===== config.mk =====
export PLATFORM = sky130hd
export DESIGN_NAME = axi4_master_agent_flat
export DESIGN_NICKNAME = d
export VERILOG_FILES = /design/src/rtl/axi4_defines.sv /design/src/rtl/axi4_if.sv /design/src/rtl/axi4_master_timeout_wdog.sv /design/src/rtl/axi4_master_agent.sv /design/src/flat_wrapper.sv
export SDC_FILE = /design/constraint.sdc
export NUM_CORES = 1
export LEC_CHECK = 0
export CAP_MARGIN = 40
export CORE_AREA = 2 2 200 202
export DETAILED_ROUTE_END_ITERATION = 6
export DIE_AREA = 0 0 202 204
export PLACE_DENSITY = 0.7
export SYNTH_ARGS = -nofsm -noshare
export SYNTH_HDL_FRONTEND = slang
export SYNTH_HIERARCHICAL = 1
export SYNTH_SLANG_ARGS = --single-unit

===== constraint.sdc =====
create_clock -name clk -period 5.95 [get_ports clk]
set_clock_uncertainty 0.05 [all_clocks]
set_input_delay 0.595 -clock clk [delete_from_list [all_inputs] [get_ports clk]]
set_output_delay 0.595 -clock clk [all_outputs]
set_load 0.03 [all_outputs]

===== src/rtl/axi4_defines.sv =====
// rtl/axi4_defines.sv - shared AXI4 response/burst types and protocol constants
package axi4_defines;

   typedef enum logic [1:0] {
      AXI_RESP_OKAY   = 2'b00,
      AXI_RESP_EXOKAY = 2'b01,
      AXI_RESP_SLVERR = 2'b10,
      AXI_RESP_DECERR = 2'b11
   } axi4_resp_t;

   typedef enum logic [1:0] {
      AXI_BURST_FIXED = 2'b00,
      AXI_BURST_INCR  = 2'b01,
      AXI_BURST_WRAP  = 2'b10,
      AXI_BURST_RSVD  = 2'b11
   } axi4_burst_t;

   localparam logic [3:0] AXI_CACHE_DEFAULT = 4'b0011;
   localparam logic [2:0] AXI_PROT_DEFAULT  = 3'b000;
   localparam logic [3:0] AXI_QOS_DEFAULT   = 4'b0000;

   // Numerically larger responses are the more severe ones.
   function automatic axi4_resp_t axi4_resp_max(input axi4_resp_t a, input axi4_resp_t b);
      return (a > b) ? a : b;
   endfunction

endpackage


===== src/rtl/axi4_if.sv =====
// rtl/axi4_if.sv - AXI4 five-channel bundle with master/slave views
interface axi4_if #(
   parameter int ADDR_WIDTH = 32,
   parameter int DATA_WIDTH = 64,
   parameter int ID_WIDTH   = 4,
   parameter int USER_WIDTH = 1
);
   import axi4_defines::*;

   localparam int STRB_WIDTH = DATA_WIDTH / 8;

   logic [ID_WIDTH-1:0]   awid;
   logic [ADDR_WIDTH-1:0] awaddr;
   logic [7:0]            awlen;
   logic [2:0]            awsize;
   axi4_burst_t           awburst;
   logic                  awlock;
   logic [3:0]            awcache;
   logic [2:0]            awprot;
   logic [3:0]            awqos;
   logic [3:0]            awregion;
   logic [USER_WIDTH-1:0] awuser;
   logic                  awvalid;
   logic                  awready;

   logic [DATA_WIDTH-1:0] wdata;
   logic [STRB_WIDTH-1:0] wstrb;
   logic                  wlast;
   logic [USER_WIDTH-1:0] wuser;
   logic                  wvalid;
   logic                  wready;

   logic [ID_WIDTH-1:0]   bid;
   axi4_resp_t            bresp;
   logic                  bvalid;
   logic                  bready;

   logic [ID_WIDTH-1:0]   arid;
   logic [ADDR_WIDTH-1:0] araddr;
   logic [7:0]            arlen;
   logic [2:0]            arsize;
   axi4_burst_t           arburst;
   logic                  arlock;
   logic [3:0]            arcache;
   logic [2:0]            arprot;
   logic [3:0]            arqos;
   logic [3:0]            arregion;
   logic [USER_WIDTH-1:0] aruser;
   logic                  arvalid;
   logic                  arready;

   logic [ID_WIDTH-1:0]   rid;
   logic [DATA_WIDTH-1:0] rdata;
   axi4_resp_t            rresp;
   logic                  rlast;
   logic                  rvalid;
   logic                  rready;

   modport master (
      output awid, awaddr, awlen, awsize, awburst, awlock, awcache, awprot, awqos, awregion, awuser, awvalid,
      input  awready,
      output wdata, wstrb, wlast, wuser, wvalid,
      input  wready,
      input  bid, bresp, bvalid,
      output bready,
      output arid, araddr, arlen, arsize, arburst, arlock, arcache, arprot, arqos, arregion, aruser, arvalid,
      input  arready,
      input  rid, rdata, rresp, rlast, rvalid,
      output rready
   );

   modport slave (
      input  awid, awaddr, awlen, awsize, awburst, awlock, awcache, awprot, awqos, awregion, awuser, awvalid,
      output awready,
      input  wdata, wstrb, wlast, wuser, wvalid,
      output wready,
      output bid, bresp, bvalid,
      input  bready,
      input  arid, araddr, arlen, arsize, arburst, arlock, arcache, arprot, arqos, arregion, aruser, arvalid,
      output arready,
      output rid, rdata, rresp, rlast, rvalid,
      input  rready
   );

endinterface


===== src/rtl/axi4_master_timeout_wdog.sv =====
// rtl/axi4_master_timeout_wdog.sv - saturating handshake watchdog counter
module axi4_master_timeout_wdog #(
   parameter int TIMEOUT_CYCLES = 1024
) (
   input  logic clk,
   input  logic rst_n,
   input  logic clear,
   input  logic enable,
   output logic expired
);
   localparam int CW = $clog2(TIMEOUT_CYCLES + 1);
   localparam logic [CW-1:0] LIMIT = CW'(TIMEOUT_CYCLES);

   logic [CW-1:0] cnt;

   always_ff @(posedge clk or negedge rst_n) begin
      if (!rst_n)
         cnt <= '0;
      else if (clear)
         cnt <= '0;
      else if (enable && cnt != LIMIT)
         cnt <= cnt + 1'b1;
   end

   assign expired = enable && (cnt == LIMIT);

endmodule


===== src/rtl/axi4_master_agent.sv =====
// rtl/axi4_master_agent.sv - single-outstanding AXI4 traffic master with data-pattern checking
module axi4_master_agent
   import axi4_defines::*;
#(
   parameter int ADDR_WIDTH     = 32,
   parameter int DATA_WIDTH     = 64,
   parameter int ID_WIDTH       = 4,
   parameter int TIMEOUT_CYCLES = 1024
) (
   input  logic                  clk,
   input  logic                  rst_n,
   axi4_if.master                axi,
   input  logic                  cmd_valid,
   output logic                  cmd_ready,
   input  logic                  cmd_write,
   input  logic [ID_WIDTH-1:0]   cmd_id,
   input  logic [ADDR_WIDTH-1:0] cmd_addr,
   input  logic [7:0]            cmd_len,
   input  logic [2:0]            cmd_size,
   input  logic [1:0]            cmd_burst,
   input  logic [DATA_WIDTH-1:0] cmd_seed,
   output logic                  done_valid,
   output logic [1:0]            done_resp,
   output logic                  done_mismatch,
   output logic                  done_timeout,
   output logic [31:0]           read_count,
   output logic [31:0]           write_count,
   output logic [31:0]           error_count
);
   localparam int STRB_WIDTH = DATA_WIDTH / 8;

   typedef enum logic [2:0] {S_IDLE, S_AW, S_W, S_B, S_AR, S_R, S_DONE} state_t;

   state_t                state, state_nxt;
   logic [ID_WIDTH-1:0]   id_q;
   logic [ADDR_WIDTH-1:0] addr_q;
   logic [7:0]            len_q;
   logic [2:0]            size_q;
   axi4_burst_t           burst_q;
   logic [DATA_WIDTH-1:0] seed_q;
   logic                  write_q;
   logic [7:0]            beat;
   axi4_resp_t            resp_acc, resp_nxt;
   logic                  mm_acc, mm_nxt, to_acc, to_nxt;
   logic                  accept, last_beat, wd_enable, wd_expired;
   logic [DATA_WIDTH-1:0] expect_data;

   assign accept      = cmd_valid && cmd_ready;
   assign last_beat   = (beat == len_q);
   assign expect_data = seed_q + DATA_WIDTH'(beat);

   axi4_master_timeout_wdog #(.TIMEOUT_CYCLES(TIMEOUT_CYCLES)) u_wdog (
      .clk     (clk),
      .rst_n   (rst_n),
      .clear   (state_nxt != state),
      .enable  (wd_enable),
      .expired (wd_expired)
   );

   always_ff @(posedge clk or negedge rst_n) begin
      if (!rst_n)
         state <= S_IDLE;
      else
         state <= state_nxt;
   end

   always_comb begin
      state_nxt = state;
      case (state)
         S_IDLE: if (accept) state_nxt = cmd_write ? S_AW : S_AR;
         S_AW:   if (axi.awready) state_nxt = S_W;
         S_W:    if (axi.wready && last_beat) state_nxt = S_B;
         S_B:    if (axi.bvalid) state_nxt = S_DONE;
         S_AR:   if (axi.arready) state_nxt = S_R;
         S_R:    if (axi.rvalid && (axi.rlast || last_beat)) state_nxt = S_DONE;
         S_DONE: state_nxt = S_IDLE;
         default: state_nxt = S_IDLE;
      endcase
   end

   // cmd_ready is gated by rst_n so it reads low for the whole reset window.
   always_comb begin
      cmd_ready   = (state == S_IDLE) && rst_n;
      axi.awvalid = (state == S_AW);
      axi.wvalid  = (state == S_W);
      axi.wlast   = (state == S_W) && last_beat;
      axi.bready  = (state == S_B);
      axi.arvalid = (state == S_AR);
      axi.rready  = (state == S_R);
      wd_enable   = (state == S_AW) || (state == S_W) || (state == S_B) ||
                    (state == S_AR) || (state == S_R);
   end

   assign axi.awid     = id_q;
   assign axi.awaddr   = addr_q;
   assign axi.awlen    = len_q;
   assign axi.awsize   = size_q;
   assign axi.awburst  = burst_q;
   assign axi.awlock   = 1'b0;
   assign axi.awcache  = AXI_CACHE_DEFAULT;
   assign axi.awprot   = AXI_PROT_DEFAULT;
   assign axi.awqos    = AXI_QOS_DEFAULT;
   assign axi.awregion = 4'b0000;
   assign axi.awuser   = '0;
   assign axi.wdata    = expect_data;
   assign axi.wstrb    = {STRB_WIDTH{1'b1}};
   assign axi.wuser    = '0;
   assign axi.arid     = id_q;
   assign axi.araddr   = addr_q;
   assign axi.arlen    = len_q;
   assign axi.arsize   = size_q;
   assign axi.arburst  = burst_q;
   assign axi.arlock   = 1'b0;
   assign axi.arcache  = AXI_CACHE_DEFAULT;
   assign axi.arprot   = AXI_PROT_DEFAULT;
   assign axi.arqos    = AXI_QOS_DEFAULT;
   assign axi.arregion = 4'b0000;
   assign axi.aruser   = '0;

   // Status as it will stand after this cycle, so DONE can latch it directly.
   always_comb begin
      resp_nxt = resp_acc;
      mm_nxt   = mm_acc;
      to_nxt   = to_acc | wd_expired;
      if (state == S_B && axi.bvalid) begin
         resp_nxt = axi.bresp;
         if (axi.bid != id_q) mm_nxt = 1'b1;
      end
      if (state == S_R && axi.rvalid) begin
         resp_nxt = axi4_resp_max(resp_acc, axi.rresp);
         if (axi.rdata != expect_data || axi.rid != id_q || axi.rlast != last_beat)
            mm_nxt = 1'b1;
      end
   end

   always_ff @(posedge clk or negedge rst_n) begin
      if (!rst_n) begin
         id_q          <= '0;
         addr_q        <= '0;
         len_q         <= '0;
         size_q        <= '0;
         burst_q       <= AXI_BURST_FIXED;
         seed_q        <= '0;
         write_q       <= 1'b0;
         beat          <= '0;
         resp_acc      <= AXI_RESP_OKAY;
         mm_acc        <= 1'b0;
         to_acc        <= 1'b0;
         done_valid    <= 1'b0;
         done_resp     <= 2'b00;
         done_mismatch <= 1'b0;
         done_timeout  <= 1'b0;
         read_count    <= '0;
         write_count   <= '0;
         error_count   <= '0;
      end else begin
         if (accept) begin
            id_q     <= cmd_id;
            addr_q   <= cmd_addr;
            len_q    <= cmd_len;
            size_q   <= cmd_size;
            burst_q  <= axi4_burst_t'(cmd_burst);
            seed_q   <= cmd_seed;
            write_q  <= cmd_write;
            beat     <= '0;
            resp_acc <= AXI_RESP_OKAY;
            mm_acc   <= 1'b0;
            to_acc   <= 1'b0;
         end else begin
            resp_acc <= resp_nxt;
            mm_acc   <= mm_nxt;
            to_acc   <= to_nxt;
            if ((state == S_W && axi.wready) || (state == S_R && axi.rvalid))
               beat <= beat + 8'd1;
         end

         done_valid <= (state_nxt == S_DONE);
         if (state_nxt == S_DONE) begin
            done_resp     <= resp_nxt;
            done_mismatch <= mm_nxt;
            done_timeout  <= to_nxt;
            if ((resp_nxt != AXI_RESP_OKAY || mm_nxt || to_nxt) && error_count != 32'hFFFF_FFFF)
               error_count <= error_count + 32'd1;
         end

         if (state == S_B && axi.bvalid && write_q && write_count != 32'hFFFF_FFFF)
            write_count <= write_count + 32'd1;
         if (state == S_R && axi.rvalid && (axi.rlast || last_beat) && read_count != 32'hFFFF_FFFF)
            read_count <= read_count + 32'd1;
      end
   end

endmodule


===== src/flat_wrapper.sv =====
// flat-port wrapper written by rule: the top's interface ports become plain ports
module axi4_master_agent_flat import axi4_defines::*;
#(
   parameter int ADDR_WIDTH     = 32,
   parameter int DATA_WIDTH     = 64,
   parameter int ID_WIDTH       = 4,
   parameter int TIMEOUT_CYCLES = 1024
)
  (clk, rst_n, cmd_valid, cmd_ready, cmd_write, cmd_id, cmd_addr, cmd_len, cmd_size, cmd_burst, cmd_seed, done_valid, done_resp, done_mismatch, done_timeout, read_count, write_count, error_count, axi_awid, axi_awaddr, axi_awlen, axi_awsize, axi_awburst, axi_awlock, axi_awcache, axi_awprot, axi_awqos, axi_awregion, axi_awuser, axi_awvalid, axi_awready, axi_wdata, axi_wstrb, axi_wlast, axi_wuser, axi_wvalid, axi_wready, axi_bid, axi_bresp, axi_bvalid, axi_bready, axi_arid, axi_araddr, axi_arlen, axi_arsize, axi_arburst, axi_arlock, axi_arcache, axi_arprot, axi_arqos, axi_arregion, axi_aruser, axi_arvalid, axi_arready, axi_rid, axi_rdata, axi_rresp, axi_rlast, axi_rvalid, axi_rready);
  axi4_if #(.ADDR_WIDTH(ADDR_WIDTH), .DATA_WIDTH(DATA_WIDTH), .ID_WIDTH(ID_WIDTH)) axi_i ();
  input  logic clk;
  input  logic rst_n;
  input  logic cmd_valid;
  output logic cmd_ready;
  input  logic cmd_write;
  input  logic [ID_WIDTH-1:0] cmd_id;
  input  logic [ADDR_WIDTH-1:0] cmd_addr;
  input  logic [7:0] cmd_len;
  input  logic [2:0] cmd_size;
  input  logic [1:0] cmd_burst;
  input  logic [DATA_WIDTH-1:0] cmd_seed;
  output logic done_valid;
  output logic [1:0] done_resp;
  output logic done_mismatch;
  output logic done_timeout;
  output logic [31:0] read_count;
  output logic [31:0] write_count;
  output logic [31:0] error_count;
  output wire logic [$bits(axi_i.awid)-1:0] axi_awid;
  output wire logic [$bits(axi_i.awaddr)-1:0] axi_awaddr;
  output wire logic [$bits(axi_i.awlen)-1:0] axi_awlen;
  output wire logic [$bits(axi_i.awsize)-1:0] axi_awsize;
  output wire logic [$bits(axi_i.awburst)-1:0] axi_awburst;
  output wire logic [$bits(axi_i.awlock)-1:0] axi_awlock;
  output wire logic [$bits(axi_i.awcache)-1:0] axi_awcache;
  output wire logic [$bits(axi_i.awprot)-1:0] axi_awprot;
  output wire logic [$bits(axi_i.awqos)-1:0] axi_awqos;
  output wire logic [$bits(axi_i.awregion)-1:0] axi_awregion;
  output wire logic [$bits(axi_i.awuser)-1:0] axi_awuser;
  output wire logic [$bits(axi_i.awvalid)-1:0] axi_awvalid;
  input wire logic [$bits(axi_i.awready)-1:0] axi_awready;
  output wire logic [$bits(axi_i.wdata)-1:0] axi_wdata;
  output wire logic [$bits(axi_i.wstrb)-1:0] axi_wstrb;
  output wire logic [$bits(axi_i.wlast)-1:0] axi_wlast;
  output wire logic [$bits(axi_i.wuser)-1:0] axi_wuser;
  output wire logic [$bits(axi_i.wvalid)-1:0] axi_wvalid;
  input wire logic [$bits(axi_i.wready)-1:0] axi_wready;
  input wire logic [$bits(axi_i.bid)-1:0] axi_bid;
  input wire logic [$bits(axi_i.bresp)-1:0] axi_bresp;
  input wire logic [$bits(axi_i.bvalid)-1:0] axi_bvalid;
  output wire logic [$bits(axi_i.bready)-1:0] axi_bready;
  output wire logic [$bits(axi_i.arid)-1:0] axi_arid;
  output wire logic [$bits(axi_i.araddr)-1:0] axi_araddr;
  output wire logic [$bits(axi_i.arlen)-1:0] axi_arlen;
  output wire logic [$bits(axi_i.arsize)-1:0] axi_arsize;
  output wire logic [$bits(axi_i.arburst)-1:0] axi_arburst;
  output wire logic [$bits(axi_i.arlock)-1:0] axi_arlock;
  output wire logic [$bits(axi_i.arcache)-1:0] axi_arcache;
  output wire logic [$bits(axi_i.arprot)-1:0] axi_arprot;
  output wire logic [$bits(axi_i.arqos)-1:0] axi_arqos;
  output wire logic [$bits(axi_i.arregion)-1:0] axi_arregion;
  output wire logic [$bits(axi_i.aruser)-1:0] axi_aruser;
  output wire logic [$bits(axi_i.arvalid)-1:0] axi_arvalid;
  input wire logic [$bits(axi_i.arready)-1:0] axi_arready;
  input wire logic [$bits(axi_i.rid)-1:0] axi_rid;
  input wire logic [$bits(axi_i.rdata)-1:0] axi_rdata;
  input wire logic [$bits(axi_i.rresp)-1:0] axi_rresp;
  input wire logic [$bits(axi_i.rlast)-1:0] axi_rlast;
  input wire logic [$bits(axi_i.rvalid)-1:0] axi_rvalid;
  output wire logic [$bits(axi_i.rready)-1:0] axi_rready;
  assign axi_awid = axi_i.awid;
  assign axi_awaddr = axi_i.awaddr;
  assign axi_awlen = axi_i.awlen;
  assign axi_awsize = axi_i.awsize;
  assign axi_awburst = axi_i.awburst;
  assign axi_awlock = axi_i.awlock;
  assign axi_awcache = axi_i.awcache;
  assign axi_awprot = axi_i.awprot;
  assign axi_awqos = axi_i.awqos;
  assign axi_awregion = axi_i.awregion;
  assign axi_awuser = axi_i.awuser;
  assign axi_awvalid = axi_i.awvalid;
  assign axi_i.awready = axi_awready;
  assign axi_wdata = axi_i.wdata;
  assign axi_wstrb = axi_i.wstrb;
  assign axi_wlast = axi_i.wlast;
  assign axi_wuser = axi_i.wuser;
  assign axi_wvalid = axi_i.wvalid;
  assign axi_i.wready = axi_wready;
  assign axi_i.bid = axi_bid;
  assign axi_i.bresp = axi_bresp;
  assign axi_i.bvalid = axi_bvalid;
  assign axi_bready = axi_i.bready;
  assign axi_arid = axi_i.arid;
  assign axi_araddr = axi_i.araddr;
  assign axi_arlen = axi_i.arlen;
  assign axi_arsize = axi_i.arsize;
  assign axi_arburst = axi_i.arburst;
  assign axi_arlock = axi_i.arlock;
  assign axi_arcache = axi_i.arcache;
  assign axi_arprot = axi_i.arprot;
  assign axi_arqos = axi_i.arqos;
  assign axi_arregion = axi_i.arregion;
  assign axi_aruser = axi_i.aruser;
  assign axi_arvalid = axi_i.arvalid;
  assign axi_i.arready = axi_arready;
  assign axi_i.rid = axi_rid;
  assign axi_i.rdata = axi_rdata;
  assign axi_i.rresp = axi_rresp;
  assign axi_i.rlast = axi_rlast;
  assign axi_i.rvalid = axi_rvalid;
  assign axi_rready = axi_i.rready;
  axi4_master_agent #(.ADDR_WIDTH(ADDR_WIDTH), .DATA_WIDTH(DATA_WIDTH), .ID_WIDTH(ID_WIDTH), .TIMEOUT_CYCLES(TIMEOUT_CYCLES)) u_core (.clk(clk), .rst_n(rst_n), .axi(axi_i), .cmd_valid(cmd_valid), .cmd_ready(cmd_ready), .cmd_write(cmd_write), .cmd_id(cmd_id), .cmd_addr(cmd_addr), .cmd_len(cmd_len), .cmd_size(cmd_size), .cmd_burst(cmd_burst), .cmd_seed(cmd_seed), .done_valid(done_valid), .done_resp(done_resp), .done_mismatch(done_mismatch), .done_timeout(done_timeout), .read_count(read_count), .write_count(write_count), .error_count(error_count));
endmodule

Word-level counts from Yosys, hierarchy flattened

Cells that the tools add are included.

$add $sub $neg: 6
Order comparisons: 1
Eq/ne operators: 17
Muxes and demuxes: 22
Bitwise gates (word level): 1
Reductions and logical operators: 30

Operators with widths:

| operator                                            | count |
|---|---|
| adder 32 x 1 -> 32 bit, second input constant       | 3 |
| inequality test 32 bit, second input constant       | 3 |
| adder 64 x 8 -> 64 bit                              | 1 |
| inequality test 64 bit                              | 1 |
| two-way mux 11 bit                                  | 2 |
| two-way mux 3 bit                                   | 7 |
| one-hot mux 3 bit (6 select lines)                  | 1 |
| two-way mux 8 bit                                   | 2 |
| logical AND 1 bit                                   | 15 |
| adder 11 x 1 -> 11 bit, second input constant       | 1 |
| equality test 11 bit, second input constant         | 1 |
| inequality test 11 bit, second input constant       | 1 |
| logical OR 1 bit                                    | 10 |
| equality test 3 bit, second input constant          | 3 |
| adder 8 x 1 -> 8 bit, second input constant         | 1 |
| equality test 8 bit                                 | 1 |
| two-way mux 2 bit                                   | 4 |
| inequality test 4 bit                               | 2 |
| equality test 3 x 2 -> 1 bit, second input constant | 2 |
| two-way mux 1 bit                                   | 6 |
| nonzero test 2 bit                                  | 3 |
| equality test 3 x 1 -> 1 bit, second input constant | 1 |
| logical NOT 3 bit                                   | 1 |
| inequality test 3 bit                               | 1 |
| other kinds (4)                                     | 4 |

Register bits: 241
Input bits: 199

Logic depth before layout (Yosys ltp)

Depth in word-level cells: 10
Depth in mapped cells: 17
Mapped depth without buffers: 15

Hierarchy

The synthesis kept the hierarchy.

By module, submodules not included:

| module                   | instances | cells an instance | area each (µm²) | sequential area each (µm²) |
|---|---|---|---|---|
| axi4_master_agent        | 1         | 1651              | 14442.6         | 5755.5 |
| axi4_master_timeout_wdog | 1         | 72                | 680.7           | 275.3 |

Worst setup path after synthesis

Ideal clock, no wire load.

Path kind: register -> register
From: register u_core.beat[0]
To: register u_core.error_count[23]
Library setup time: 0.134 ns
Data arrival time: 4.084 ns
Data required time: 5.766 ns
Path slack: 1.682 ns
Cell stages (with the launch flop): 17
Path buffers: 1
Period minus slack after synthesis: 4.268 ns
Path through: dfrtp_1 -> ha_1 -> inv_1 -> fa_1 -> nand2b_1 -> a21o_1 -> a211o_1 -> nor4_1 -> mux2_2 -> a2111o_1 -> or4_1 -> nor4_1 -> a31o_2 -> a41oi_4 -> buf_6 -> nand4_1 -> xnor2_1

Cells in the longest elaborated chain, start to end: 10
Elaborated cells on any way between the ends: 19
Classes of those cells: add/sub (1); eq/ne (4); mux (5); reduce/logical (9)

Ends and longest elaborated chain:

| what                              | line                     | text |
|---|---|---|
| from (decl)                       | axi4_master_agent.sv:42  | `logic [7:0] beat;` |
| from (signal assigned)            | axi4_master_agent.sv:174 | `beat <= beat + 8'd1;` |
| adder 64 x 8 -> 64 bit            | axi4_master_agent.sv:50  | `assign expect_data = seed_q + DATA_WIDTH'(beat);` |
| inequality test 64 bit            | axi4_master_agent.sv:131 | `if (axi.rdata != expect_data \|\| axi.rid != id_q \|\| axi.rlast != last_beat)` |
| logical OR 1 bit (2 in a row)     | axi4_master_agent.sv:131 |  |
| two-way mux 1 bit                 | axi4_master_agent.sv:131 |  |
| two-way mux 1 bit                 | axi4_master_agent.sv:129 | `if (state == S_R && axi.rvalid) begin` |
| logical OR 1 bit (2 in a row)     | axi4_master_agent.sv:182 | `if ((resp_nxt != AXI_RESP_OKAY \|\| mm_nxt \|\| to_nxt) && error_count != 32'hFFFF_FFFF)` |
| logical AND 1 bit                 | axi4_master_agent.sv:182 |  |
| AND reduction 2 bit (no line) (*) | --                       |  |
| to (signal assigned)              | axi4_master_agent.sv:183 | `error_count <= error_count + 32'd1;` |
| to (decl)                         | axi4_master_agent.sv:28  | `output logic [31:0] error_count` |

Mark *: on every way between the ends. The rest lies on a longest branch, timed or not.
A chain may end at the register's enable or synchronous reset.

Worst setup path after layout

From: register u_core.beat[0]
To: register u_core.error_count[9]

Same word-level chain as after synthesis.

==> summary.txt <==
Outcome
  – Run status: finished, final reports clean

Min path
  – Min-delay src: u_core/seed_q[0]$_DFFE_PN0P_
  – WHS Endpoint: u_core/seed_q[0]$_DFFE_PN0P_
  – Worst hold path class: reg -> reg
  – Worst Hold Path Cells: 2

Yosys
  – Post-synthesis xor/xnor area fraction: 13.8%
  – Yosys warns: 6
  – Flops & latches, synth: between 200 and 250
  – Ys async rst share: 100%
  – Compound-Gate Fraction of Synth Area: under 10%
  – Post-synth EDFFs: 0
  – Simple-gate share of the synthesized area: 28.3%
  – Sequential area share after synthesis: 39.9%
  – Proportion of synthesized area in mux cells: 0.993%
  – Top_reg_cell synth: dfrtp_1
  – Synthesized area: 0.0151 mm^2
  – Adder-cell share of the synthesized area: 1.62%
  – Synth Area per Inst: 8.78 um^2
  – Largest family of logic cells by synthesized area: simple AND/OR/NAND/NOR gates
  – Distinct cell type count after synthesis: 89
  – Synth Instances: 1723

CTS
  – Clk_lat worst skew: ~0.57 ns
  – H-tree depth: 1
  – CTS tree: yes
  – Maximum clock path buffer count: 3
  – Root Driver: clkbuf_16
  – Post_cts resized: 0
  – Post-CTS Setup Inserts: 0
  – Clock Pin Slew Worst Setup and Hold Paths: 0.06 ns
  – Hold-fix buffers at CTS: 1
  – CTS sink count: about 240
  – CTS Buf Count: 29

Placed design
  – GP Congestion: 0.994
  – Port bufs: 468
  – Placement Setup Slack: 0.759 ns
  – DP Area: between 0.015 and 0.02 mm^2
  – Placed Instances: 2620
  – Dpl hpwl: 46600 um

Critical path
  – Arr. time, crit path: roughly 5.7 ns
  – CP Cell Sequence: ha_1 > inv_1 > fa_1 > nand2b_1 > a21o_1 > a211o_1 > nor4_1 > mux2_2 > a2111o_1 > or4_1 > nor4_1 > a31o_2 > a41oi_4 > buf_4 > nand4_1 > xnor2_1
  – CP max FO: 25
  – R2R cell count: 16
  – Most used cell, CP: nor4_1
  – Slowest Stage Delay on Critical Path: 0.51 ns
  – RR Startpoint: u_core/beat[0]$_DFFE_PN0P_
  – Critical Path End Type: flop
  – Reg-to-reg slack, setup: 0.72 ns
  – WS Path Type: reg -> reg
  – Slowest CP cell: or4_1
  – Cell family with the largest share of critical-path delay: simple AND/OR/NAND/NOR gates
  – Critical path buffers and inverters: 2
  – Worst r2r dst: u_core/error_count[9]$_DFFE_PN0P_
  – Data required time of the worst path: 6.37 ns
  – Startpoint Class: flop

Floorplan
  – Initial Utilization: 38.6%
  – Site row count: 73
  – Die Area: 0.0412 mm^2
  – Die Y-Extent: 204 um
  – Core area: 0.0392 mm^2
  – Ports: 512
  – Chip Width: slightly above 200 um

Global routing
  – First-pass GRT wire length: 88400 um
  – Number of global-route vias before repair: 14200
  – Initial antenna violation count: 3
  – Grt ovf: 0
  – Gr usage total: 28.1%
  – Largest net degree at the start of global routing: 144

STA
  – Max-slew headroom: 38.5%
  – Fin Setup TNS: 0 ns
  – Worst setup margin: 0.721 ns
  – Fmax achieved: 191 MHz
  – Minimum clock period: 5.23 ns
  – RSZ-0062 raised after global routing: false
  – Tcrit/Tclk final: 87.9%
  – Slew Viols, Final: 0
  – Tightest Pin Transition: slightly above 0.9 ns
  – Final Hold Fails: 0
  – Final setup fails: 0

Pwr
  – Pwr Total: 9.23 mW
  – Pwr dens: between 400 and 500 mW/mm^2
  – Leak pwr: 8.95 nW
  – Worst ir drop on vdd: 0.306 mV

Cells and area
  – Area growth, synth to finish: 38.1%
  – Final nets: ~2300
  – Design Area, Final: 0.0209 mm^2
  – Layout cell share with drive strength beyond 1: roughly 6.3%
  – Final Non-Filler Cells: 2675

Drt
  – Wire length per cell: 22.2 um
  – Vias: 14200
  – WL final: 59400 um
  – Post-DRT Antenna Nets: 0
  – Drt first pass iters: 5
  – Violation count after the first detailed-route iteration: 954
  – Avg Vias per Cell: about 5.3
  – # DRC: 0

Flow run
  – Maxcap violations: 0
-- how the worst max path moves through the flow --
stage / startpoint / to / depth (start not counted)
3_3_place_gp: u_core/axi.arlen[7]$_DFFE_PN0P_ / u_core/error_count[21]$_DFFE_PN0P_ / 16
5_1_grt: u_core/beat[0]$_DFFE_PN0P_ / u_core/error_count[4]$_DFFE_PN0P_ / 16
3_5_place_dp: u_core/beat[0]$_DFFE_PN0P_ / u_core/error_count[23]$_DFFE_PN0P_ / 16
6_report: u_core/beat[0]$_DFFE_PN0P_ / u_core/error_count[9]$_DFFE_PN0P_ / 16
2_1_floorplan: u_core/beat[0]$_DFFE_PN0P_ / u_core/error_count[23]$_DFFE_PN0P_ / 16
4_1_cts: u_core/beat[0]$_DFFE_PN0P_ / u_core/error_count[9]$_DFFE_PN0P_ / 16
-- report_power, final --
part	switching (mW)	leakage (nW)	internal, mW	total (mW)
Combinational	2.74	5.32	1.83	4.57
Clock	0.724	0.474	1.12	1.84
Sequential	0.758	3.16	2.07	2.82
-- metal layers --
layer  track usage (%)  vias up  wire length [um]
met5                 0        -                13
met4              8.27        2              1770
met3              6.06       98              4800
met2              46.5      640             27500
met1              36.9     6910             25300
li1                  -     6545                 -
-- Yosys cell counts (10+ instances only) --
cell,number,area (um^2)
xnor2_1,163,1430
and4_1,16,140
nand2_1,426,1600
dfrtp_1,241,6030
nor4_1,20,125
or3_1,10,62.6
o21ai_0,33,165
inv_1,36,135
and2_1,25,156
nor2_1,72,270
nand3_1,56,280
o211ai_1,11,82.6
ha_1,18,225
nor3_1,30,150
a21oi_1,26,130
nor2b_1,14,87.6
nand2b_1,12,75.1
nand4_1,59,369
xor2_1,59,517
buf_2,13,65.1
nand3_2,19,190
clkbuf_1,50,188
buf_4,94,706
and3_1,50,313
-- kinds of logic (layout without fill, tap and decap cells) --
kind of cell | count (synthesis) | count (layout)
adder cells (fa/ha/maj) | 19 | 19
flip-flops | 241 | 241
buffers and inverters | 207 | 592
XOR/XNOR | 228 | 228
multiplexers | 14 | 14
other | 2 | 44
AO/OA/AOI/OAI | 155 | 155
AND/OR/NAND/NOR | 857 | 857
-- placed cells by master (no fill, tap or decap), drive strengths merged, types with 33 or more instances in the layout --
cell type and n:
nor2 72, clkbuf 41, nand3 76, nand4 62, xor2 59, and3 50
buf 33, nand2 426, xnor2 163, o21ai 36, conb 43, clkdlybuf4s50 467
inv 38, dfrtp 241
-- sequential cells by signal, indices dropped and copies added (netlist names), 3 cells and up --
name	count
u_core/axi.araddr	32
u_core/axi.arid	4
u_core/axi.arlen	8
u_core/axi.arsize	3
u_core/beat	8
u_core/error_count	32
u_core/read_count	32
u_core/seed_q	64
u_core/state	3
u_core/u_wdog/cnt	11
u_core/write_count	32
-- worst min-delay path, stage by stage, from the launching register on --
cell and delay, ns:
dfrtp_1 0.34, nand2_1 0.05, nand2_1 0.06
-- metrics by stage --
stage,hold WS (ns),util [%]
2_1_floorplan,0.249,-
3_3_place_gp,0.425,50.5
3_5_place_dp,0.427,50.7
4_1_cts,0.440,53.3
5_1_grt,0.458,53.3
6_report,0.438,53.3
-- area by class of cell --
| class | count | area (um^2) |
|---|---|---|
| Inverter | 36 | 135 |
| Timing Repair Buffer | 504 | 5000 |
| Multi-Input combinational cell | 1316 | 8080 |
| Tap cell | 525 | 657 |
| Antenna cell | 1 | 2.50 |
| Clock buffer | 40 | 807 |
| Fill cell | 3590 | 18300 |
| Clock inverter | 12 | 178 |
| Sequential cell | 241 | 6030 |
Note: power is estimated with default switching activity, not from simulation.
==> edit (same flow settings) <==
`ID_WIDTH` is set to 4 in 3 places; all go to 5.
--- a/src/rtl/axi4_if.sv
+++ b/src/rtl/axi4_if.sv
@@ -2,7 +2,7 @@
 interface axi4_if #(
    parameter int ADDR_WIDTH = 32,
    parameter int DATA_WIDTH = 64,
-   parameter int ID_WIDTH   = 4,
+   parameter int ID_WIDTH   = 5,
    parameter int USER_WIDTH = 1
 );
    import axi4_defines::*;
--- a/src/rtl/axi4_master_agent.sv
+++ b/src/rtl/axi4_master_agent.sv
@@ -4,7 +4,7 @@
 #(
    parameter int ADDR_WIDTH     = 32,
    parameter int DATA_WIDTH     = 64,
-   parameter int ID_WIDTH       = 4,
+   parameter int ID_WIDTH       = 5,
    parameter int TIMEOUT_CYCLES = 1024
 ) (
    input  logic                  clk,
--- a/src/flat_wrapper.sv
+++ b/src/flat_wrapper.sv
@@ -3,7 +3,7 @@
 #(
    parameter int ADDR_WIDTH     = 32,
    parameter int DATA_WIDTH     = 64,
-   parameter int ID_WIDTH       = 4,
+   parameter int ID_WIDTH       = 5,
    parameter int TIMEOUT_CYCLES = 1024
 )
   (clk, rst_n, cmd_valid, cmd_ready, cmd_write, cmd_id, cmd_addr, cmd_len, cmd_size, cmd_burst, cmd_seed, done_valid, done_resp, done_mismatch, done_timeout, read_count, write_count, error_count, axi_awid, axi_awaddr, axi_awlen, axi_awsize, axi_awburst, axi_awlock, axi_awcache, axi_awprot, axi_awqos, axi_awregion, axi_awuser, axi_awvalid, axi_awready, axi_wdata, axi_wstrb, axi_wlast, axi_wuser, axi_wvalid, axi_wready, axi_bid, axi_bresp, axi_bvalid, axi_bready, axi_arid, axi_araddr, axi_arlen, axi_arsize, axi_arburst, axi_arlock, axi_arcache, axi_arprot, axi_arqos, axi_arregion, axi_aruser, axi_arvalid, axi_arready, axi_rid, axi_rdata, axi_rresp, axi_rlast, axi_rvalid, axi_rready);
Ports: changed (5 resized); port bits go from 512 to 517. The function was not compared with the original's and may differ.
==> edit against the original RTL <==
Setup slack worse by 500 ps. Area after synthesis is 2.1% lower. Wire length is 5.9% lower. Clock power is 5% higher. Sequential cell count is 1 higher. Sequential power hardly changed. Design area is 0.95% lower. Power is 0.21% higher. Largest power group unchanged.
==> edit: results <==
{
  "crit_slowest_cell": "nor4_1",
  "ys_top_cells_by_area": "dfrtp_1 (41%), nand2_1 (11%), xnor2_1 (9.5%)",
  "antenna_found_initial": 5,
  "drive_above_1_share": 0.05332,
  "place_ws_ps": 411.7,
  "synth.avg_cell_area_um2": 8.671,
  "seq_area_frac_synth": 0.4091,
  "pwr_density_cell_nw_per_um2": 447.3,
  "min_to": "u_core/done_resp[0]",
  "io_buffers": 473,
  "peakVddDrop_mv": 0.2690,
  "worst-r2r-cell-count": 14,
  "post-dp-hpwl_um": 44000,
  "routed_wirelength_um": 55950,
  "grt_max_degree": 61,
  "clk_pin_slew_ps": 60,
  "worstHoldStart": "u_core/done_resp[0]",
  "cts_resized": 0,
  "drv_slew": 0,
  "drt_iter0_markers": 1143,
  "hold_ws_ps": 436.5,
  "grt_pass1_vias": 13699,
  "firstDrtPassIters": 6,
  "async_reset_ff_frac": 1.000,
  "cp-startpoint": "u_core/axi.arlen[5]",
  "ff2ff_setup_slack_ps": 220,
  "grt_first_pass_wirelength_um": 83340,
  "place_area_um2": 19630,
  "gp_congestion": 0.9908,
  "cp_slowest_stage_delay_ps": 790,
  "p_leak_nw": 8.876,
  "outcome": "completed",
  "holdBufCountCts": 1,
  "cp_max_fo": 11,
  "num-nets-final": 2337,
  "track_usage": 0.2627,
  "netlist-cell-type-count": 86,
  "numCtsBuffers": 28,
  "ys_warn_count": 6,
  "relSlewSlack": 0.3642,
  "via_per_inst": 5.265,
  "place_inst": 2610,
  "clk_latency_ps": 550,
  "instances_no_fill": 2664,
  "synth_commonest_cells": "nand2_1 (431), dfrtp_1 (242), xnor2_1 (160)",
  "rr_endpoint": "u_core/error_count[1]"
}
==> edit: changes by cell type in the layout (fill, tap and decap cells not counted), sizes merged, moves of 6 or more <==
cell	delta
xor2	+14
o211ai	-7
and3	-11
nor2	+8
o21ai	-8
and2	-9
nor3	-6
==> edit: metrics by stage <==
| stage | util | total power, mW |
|---|---|---|
| finish | 0.5280 | 9.253 |
| CTS | 0.5279 | 9.282 |
| global placement | 0.4986 | 7.267 |
| global route | 0.5280 | 9.693 |
| floorplan | - | 5.446 |
| detailed placement | 0.5009 | 7.300 |
==> edit: metal layers <==
layer  part of all wire  track usage
met1               0.41       0.3410
met2               0.47       0.4313
met3              0.081      0.05660
met4              0.036      0.09664
met5            0.00050            0
==> edit: how the worst max path moves through the flow <==
stage	endpoint	slack (ps)	depth (start not counted)
floorplan	u_core/error_count[1]	1060	16
global placement	u_core/error_count[1]	290	14
detailed placement	u_core/error_count[1]	410	14
CTS	u_core/error_count[1]	390	14
global route	u_core/error_count[1]	120	14
finish	u_core/error_count[1]	220	14
==> edit: where the power goes <==
part	switching [mW]	internal, mW	leakage [nW]
Sequential	0.751	2.08	3.18
Combinational	2.69	1.80	5.19
Clock	0.708	1.22	0.505
==> edit: cell type report <==
type	instances	area, µm²
Fill cell	3555	18500
Multi-Input combinational cell	1300	7766
Sequential cell	242	6056
Timing Repair Buffer	503	5004
Clock buffer	38	819.5
Tap cell	525	656.9
Clock inverter	14	230.2
Inverter	41	153.9
Antenna cell	1	2.502
==> edit: cell families after synthesis <==
group | count (synthesis) | share of synthesized area
adders and majority gates | 19 | 0.01657
AOI/OAI and AO/OA | 151 | 0.07414
buffers and inverters | 206 | 0.07743
other | 2 | 0.0005074
muxes | 10 | 0.007354
and+or+nand+nor | 840 | 0.2708
DFF | 242 | 0.4091
xor gates and xnor gates | 237 | 0.1440
==> edit: worst max-delay path: cells and delay by family (launching register included) <==
kind                       cells  cell delay (ps)
muxes                          1              330
adders and majority gates      1              360
AOI/OAI and AO/OA              2              590
xor gates and xnor gates       1              220
and+or+nand+nor                9             3510
DFF                            1              520
